$ cat config.mk
export PLATFORM = sky130hd
export DESIGN_NAME = alu_share_sequencer
export DESIGN_NICKNAME = d
export VERILOG_FILES = /design/src/rtl/alu_share_sequencer.sv
export SDC_FILE = /design/constraint.sdc
export NUM_CORES = 1
export LEC_CHECK = 0
export ABC_AREA = 1
export ABC_CLOCK_PERIOD_IN_PS = 1550
export CAP_MARGIN = 20
export CORE_UTILIZATION = 43
export DETAILED_ROUTE_END_ITERATION = 8
export PLACE_DENSITY = 0.83
export SLEW_MARGIN = 20
export SYNTH_ARGS = -nofsm -noshare
export SYNTH_HDL_FRONTEND = slang
export SYNTH_SLANG_ARGS = --single-unit
$ cat constraint.sdc
create_clock -name clk -period 1.55 [get_ports clk]
set_input_delay 0.155 -clock clk [delete_from_list [all_inputs] [get_ports clk]]
set_output_delay 0.155 -clock clk [all_outputs]
set_load 0.01 [all_outputs]
$ cat src/rtl/alu_share_sequencer.sv
// alu_share_sequencer
// Time-shares one combinational 8-bit compare/arithmetic unit between two
// requesters. Grants are round-robin. Operands are registered toward the unit.
// Results are captured into a response register and handed back with the
// winner's id.
//
// Handshake rule for every valid/ready pair in this block:
//   - A transfer happens on a rising clock edge where valid and ready are both high.
//   - A producer holds valid and its payload stable until that edge.
//   - ready may depend combinationally on valid; valid never depends on ready.
module alu_share_sequencer #(
   parameter int W     = 8,
   parameter int CNT_W = 8
) (
   input  logic             clk,
   input  logic             rst,
   input  logic             req0_valid,
   input  logic [W-1:0]     req0_a,
   input  logic [W-1:0]     req0_b,
   input  logic [1:0]       req0_op,
   output logic             req0_ready,
   input  logic             req1_valid,
   input  logic [W-1:0]     req1_a,
   input  logic [W-1:0]     req1_b,
   input  logic [1:0]       req1_op,
   output logic             req1_ready,
   output logic [W-1:0]     alu_a,
   output logic [W-1:0]     alu_b,
   output logic [1:0]       alu_op,
   input  logic [W-1:0]     alu_y,
   input  logic             alu_parity,
   input  logic             alu_overflow,
   input  logic             alu_greater,
   input  logic             alu_is_eq,
   input  logic             alu_less,
   output logic             rsp_valid,
   input  logic             rsp_ready,
   output logic             rsp_id,
   output logic [W-1:0]     rsp_y,
   output logic             rsp_parity,
   output logic             rsp_overflow,
   output logic             rsp_greater,
   output logic             rsp_is_eq,
   output logic             rsp_less,
   output logic             busy,
   output logic [CNT_W-1:0] gnt_cnt0,
   output logic [CNT_W-1:0] gnt_cnt1,
   output logic [1:0]       state_dbg
);

   typedef enum logic [1:0] {
      IDLE = 2'd0,
      EXEC = 2'd1,
      RESP = 2'd2
   } state_t;

   state_t state;
   logic   rr_ptr;   // requester that wins when both are valid
   logic   cur_id;   // winner of the operation in flight
   logic   win_id;
   logic   win_valid;
   logic   accept;

   // Arbitration: a lone requester always wins, and a tie goes to rr_ptr.
   always_comb begin
      win_valid = req0_valid | req1_valid;
      win_id    = (req0_valid && req1_valid) ? rr_ptr : req1_valid;
   end

   assign accept     = (state == IDLE) && win_valid && !rst;
   assign req0_ready = accept && !win_id;
   assign req1_ready = accept && win_id;
   assign busy       = (state != IDLE);
   assign state_dbg  = state;

   // Sequencer: accept in IDLE, one EXEC cycle for the unit to settle, then hold the response.
   always_ff @(posedge clk or posedge rst) begin
      if (rst) begin
         state        <= IDLE;
         rr_ptr       <= 1'b0;
         cur_id       <= 1'b0;
         alu_a        <= '0;
         alu_b        <= '0;
         alu_op       <= '0;
         rsp_valid    <= 1'b0;
         rsp_id       <= 1'b0;
         rsp_y        <= '0;
         rsp_parity   <= 1'b0;
         rsp_overflow <= 1'b0;
         rsp_greater  <= 1'b0;
         rsp_is_eq    <= 1'b0;
         rsp_less     <= 1'b0;
         gnt_cnt0     <= '0;
         gnt_cnt1     <= '0;
      end else begin
         case (state)
            IDLE: begin
               if (accept) begin
                  alu_a  <= win_id ? req1_a  : req0_a;
                  alu_b  <= win_id ? req1_b  : req0_b;
                  alu_op <= win_id ? req1_op : req0_op;
                  cur_id <= win_id;
                  rr_ptr <= ~win_id;
                  if (win_id) begin
                     if (gnt_cnt1 != {CNT_W{1'b1}}) gnt_cnt1 <= gnt_cnt1 + 1'b1;
                  end else begin
                     if (gnt_cnt0 != {CNT_W{1'b1}}) gnt_cnt0 <= gnt_cnt0 + 1'b1;
                  end
                  state <= EXEC;
               end
            end
            EXEC: begin
               // The response id is copied here so rsp_* only ever change on capture.
               rsp_id       <= cur_id;
               rsp_y        <= alu_y;
               rsp_parity   <= alu_parity;
               rsp_overflow <= alu_overflow;
               rsp_greater  <= alu_greater;
               rsp_is_eq    <= alu_is_eq;
               rsp_less     <= alu_less;
               rsp_valid    <= 1'b1;
               state        <= RESP;
            end
            RESP: begin
               if (rsp_ready) begin
                  rsp_valid <= 1'b0;
                  state     <= IDLE;
               end
            end
            default: state <= IDLE;
         endcase
      end
   end

endmodule

After elaboration in Yosys (flattened, before gate mapping). Index checks and enable logic that the tools add are counted.

Memories kept: 0. RAM bits: 0. Bits in read-only memories: 0. Input port bits: 54. Register bits after elaboration: 53. Logic and storage cells: 50. Bits in latches: 0.

Eq/ne operators: 6. Reductions and logical operators: 15. Shifts and indexed selects: 0. Multipliers: 0. Bitwise logic cells: 2. Divide/modulo/power cells: 0. Magnitude comparators: 0. Mux-type cells: 9. Add/sub/neg operators: 2.

Operators by type and width (number): $add A8 B1 Y8 const B (2); $mux W8 (2); $ne A8 B8 Y1 const B (2); $reduce_and A4 Y1 (2); $mux W2 (3); $pmux W2 S3 (1); $reduce_and A2 Y1 (3); $logic_and A1 B1 Y1 (5); $ne A2 B2 Y1 const B (2); $reduce_bool A2 Y1 (2); $eq A2 B1 Y1 const B (1); $eq A2 B2 Y1 const B (1); $logic_not A1 Y1 (2); $logic_not A2 Y1 (1); $mux W1 (2); $pmux W1 S2 (1); $not A1 Y1 (1); $or A1 B1 Y1 (1).

Longest topological paths before layout.
Depth in word-level cells: 5. Mapped depth: 9. Depth with buffers taken out: 8.

Least setup slack after synthesis. Ideal clock, no wire load.

Path type: register to register. From: reg state[1], in the netlist state_dbg[1]. To: reg alu_a[3]. Required time: 1.426 ns. Setup time: 0.124 ns. Buffers on the path: 2. Data arrival time: 1.184 ns. Setup slack: 0.242 ns. Cell stages (with the launch flop): 7. Clock period less this slack: 1.308 ns. Cells stage by stage: dfrtp_1 nor2_4 nand2_2 buf_4 buf_6 nand2_1 nand3_1.

Word-level cells in the longest chain between the ends: 4.

Ends and longest elaborated chain: start, declared (RTL line 57) `state_t state;`; start signal, assigned (RTL line 79) `state <= IDLE;`; start signal, assigned (RTL line 109) `state <= EXEC;`; start signal, assigned (RTL line 122) `state <= RESP;`; $logic_not A2 Y1 * (RTL line 70, 96); $logic_and A1 B1 Y1 (2 in series) (RTL line 70) `assign accept = (state == IDLE) && win_valid && !rst;`; $reduce_and A2 Y1 (no line) *; end signal, assigned (RTL line 99) `alu_a <= win_id ? req1_a : req0_a;`; end, declared (RTL line 27) `output logic [W-1:0] alu_a,`.

Every way passes the cells marked *; elsewhere a longest branch is shown, timed or not. A chain may end at the register's enable or synchronous reset.

Final worst setup path.
From: reg gnt_cnt0[4]. To: out gnt_cnt0[4].

RTL lines: start, declared (RTL line 46) `output logic [CNT_W-1:0] gnt_cnt0,`; start signal, assigned (RTL line 107) `if (gnt_cnt0 != {CNT_W{1'b1}}) gnt_cnt0 <= gnt_cnt0 + 1'b1;`.

No word-level cell between the ends.

==> run metrics <==
drt pass-1 iters=4; CTS tree=built; Num CTS Buffers=5; layout cells sized above 1=9.93%; cell count after synthesis=319; type of the worst setup path=flip-flop to output pin; post-route clock period utilization=between 90% and 100%; Synth cell types=25; Syn Area/Cell=7.97 sq um; clk_lat worst skew=between 0.3 and 0.4 ns; post-synthesis sequential area ratio=between 50% and 60%; setup violators final=0; status=finished, final reports clean; highest clock rate=656 MHz; Multi-input gate area=0.00107 sq mm; Setup WS post-layout=0.0247 ns; chip height=78.9 microns; Port Buffers=107; Max clock buf depth=2; CP max stage delay=0.59 ns; sequential cell area=0.00133 sq mm; warnings from Yosys=0; Final ANT Viol Nets=0; Worst Hold Class=input pin to asynchronous set/reset pin; All-Layer GR Usage=21.2%; initial antenna violation count=0; drt drc=0; Syn Nets=375; via count=2479; root buf cell=clkbuf_8; largest net degree at the start of global routing=54; Pleak=1.90 nW; effective utilization at floorplan=45.4%; Startpoint Class=flip-flop; H-tree depth=2; die area=0.00623 sq mm; wire length per cell=12.3 microns; initial drt markers=140; Bufs and invs on worst path=1; Post-Layout Cell Count=515; global placer's final weighted congestion=0.835; Worst setup EP type=output pin; area grow syn2layout=52.5%; core area=0.00561 sq mm; Post-Syn Area=roughly 0.0025 sq mm; Placement Setup Slack=-0.237 ns; IO Count=108; Filler cells=457; CP delay by family, top=buffers and inverters; fin. max-slew vios=0; slowest CP cell=clkdlybuf4s50_1; number of global-route vias before repair=2343; worst-path maximum fanout=6; leading cell type in the layout, fill and taps excluded=nand2_1; Sinks on Clock Net=53; crit path DAT=1.37 ns; Max-Cap Viols=0; fin nets=about 500; DP Cell Count=504; Post-CTS Hold Fix Bufs=0; vias per cell=4.81; post-layout min period=about 1.5 ns; #FFs+latches synth=53; Power Density=1440 mW/mm^2; Ant. Diodes=0; Setup Skew=between 0.004 and 0.005 ns; Critical Path, Cell by Cell=clkdlybuf4s50_1; Max-Slew Margin vs Limit=68.0%; GRT overflow=0; Worst-path clk slew=0.10 ns; drt total wl=6.35 mm; Worst IR Drop VDD=0.000756 V; die width=78.9 microns; final hold slack=0.292 ns; Worst-Margin Slew=0.480 ns; HPWL Detailed=around 4.6 mm; required time worst endpoint=1.39 ns; first-pass GRT wire length=10.4 mm; # rows=27; commonest cells after routing, fill and taps aside=161 x nand2_1, 102 x clkdlybuf4s50_1, 49 x dfrtp_1; final hold violation count=0
[metrics by stage]
stage          utilization, %  total power [W]  TNS (ns)  area (sq um)
2_1_floorplan               -          0.00329         0          2540
3_3_place_gp             67.0          0.00471     -1.23          3760
3_5_place_dp             67.0          0.00479     -2.48          3760
4_1_cts                  68.7          0.00561  -0.00661          3850
5_1_grt                  69.2          0.00599   -0.0273          3880
6_report                 69.2          0.00558         0          3880
[logic make-up after synthesis]
kind of cell,share of synthesized area [%]
buffers and inverters,5.75
adder cells (fa/ha/maj),0.984
AO/OA/AOI/OAI,2.41
flip-flops,52.1
AND/OR/NAND/NOR,37.0
XOR/XNOR,1.72
[state kept, by name (all words and copies together), names as in the netlist]
| name | cells |
|---|---|
| alu_a | 8 |
| alu_b | 8 |
| alu_op | 2 |
| cur_id | 1 |
| gnt_cnt0 | 8 |
| gnt_cnt1 | 8 |
| rr_ptr | 1 |
| rsp_greater | 1 |
| rsp_id | 1 |
| rsp_is_eq | 1 |
| rsp_less | 1 |
| rsp_overflow | 1 |
| rsp_parity | 1 |
| rsp_valid | 1 |
| rsp_y | 8 |
| state_dbg | 2 |
[cell type report]
cell class,count,share of cell area (%)
clock inverter,3,0.677
tap,72,2.32
inverter,22,2.13
clock buffer,5,1.77
multi-input combinational,236,27.7
timing repair buffer,124,31.1
sequential,53,34.3
[metal layers]
layer / vias up / wire, microns / global-route usage [%]
met2: 76 / 3220 / 37.7
met5: - / 0 / 0
met1: 1152 / 2580 / 24.2
met3: 10 / 422 / 6.55
met4: 0 / 125 / 7.09
li1: 1241 / - / -
[where the power goes]
part	internal (W)	total [W]	leakage [nW]	switching, W
sequential	0.00190	0.00223	0.669	0.000331
combinational	0.00140	0.00253	1.19	0.00113
clock	0.000329	0.000822	0.0423	0.000493
[worst paths after layout]
kind                                         start                      end  slack, ns  cells past startpoint
max                        gnt_cnt0[4]$_DFFE_PP0P_              gnt_cnt0[4]       0.02                      1
min                                            rst  gnt_cnt0[0]$_DFFE_PP0P_       0.29                      3
max reg2reg                gnt_cnt1[0]$_DFFE_PP0P_  gnt_cnt1[2]$_DFFE_PP0P_       0.10                      7
min reg2reg                   rsp_y[4]$_DFFE_PP0P_     rsp_y[4]$_DFFE_PP0P_       0.48                      2
max in group asynchronous                      rst  gnt_cnt0[7]$_DFFE_PP0P_       1.02                      3
min in group clk                          alu_y[0]     rsp_y[0]$_DFFE_PP0P_       0.37                      3
[what timing repair did]
action,4_1_cts,5_1_grt
endpoints found under the setup margin,4,16
setup buffers,0,3
hold endpoints to repair,0,0
gates resized for setup,5,11
pin swaps,0,2
[cell usage after synthesis (all sizes together)]
master  count  area [sq um]
nand2     163           622
dfrtp      53          1330
nand3      32           165
inv        22          82.6
nor2       17           100
buf         8          63.8
o21ai       6          30.0
nand4       4          31.3
xor2        4          35.0
nand3b      3          22.5
ha          2          25.0
o21bai      2          15.0
a21boi      1          7.51
a21oi       1          8.76
xnor2       1          8.76
(Power assumes the default switching activity.)
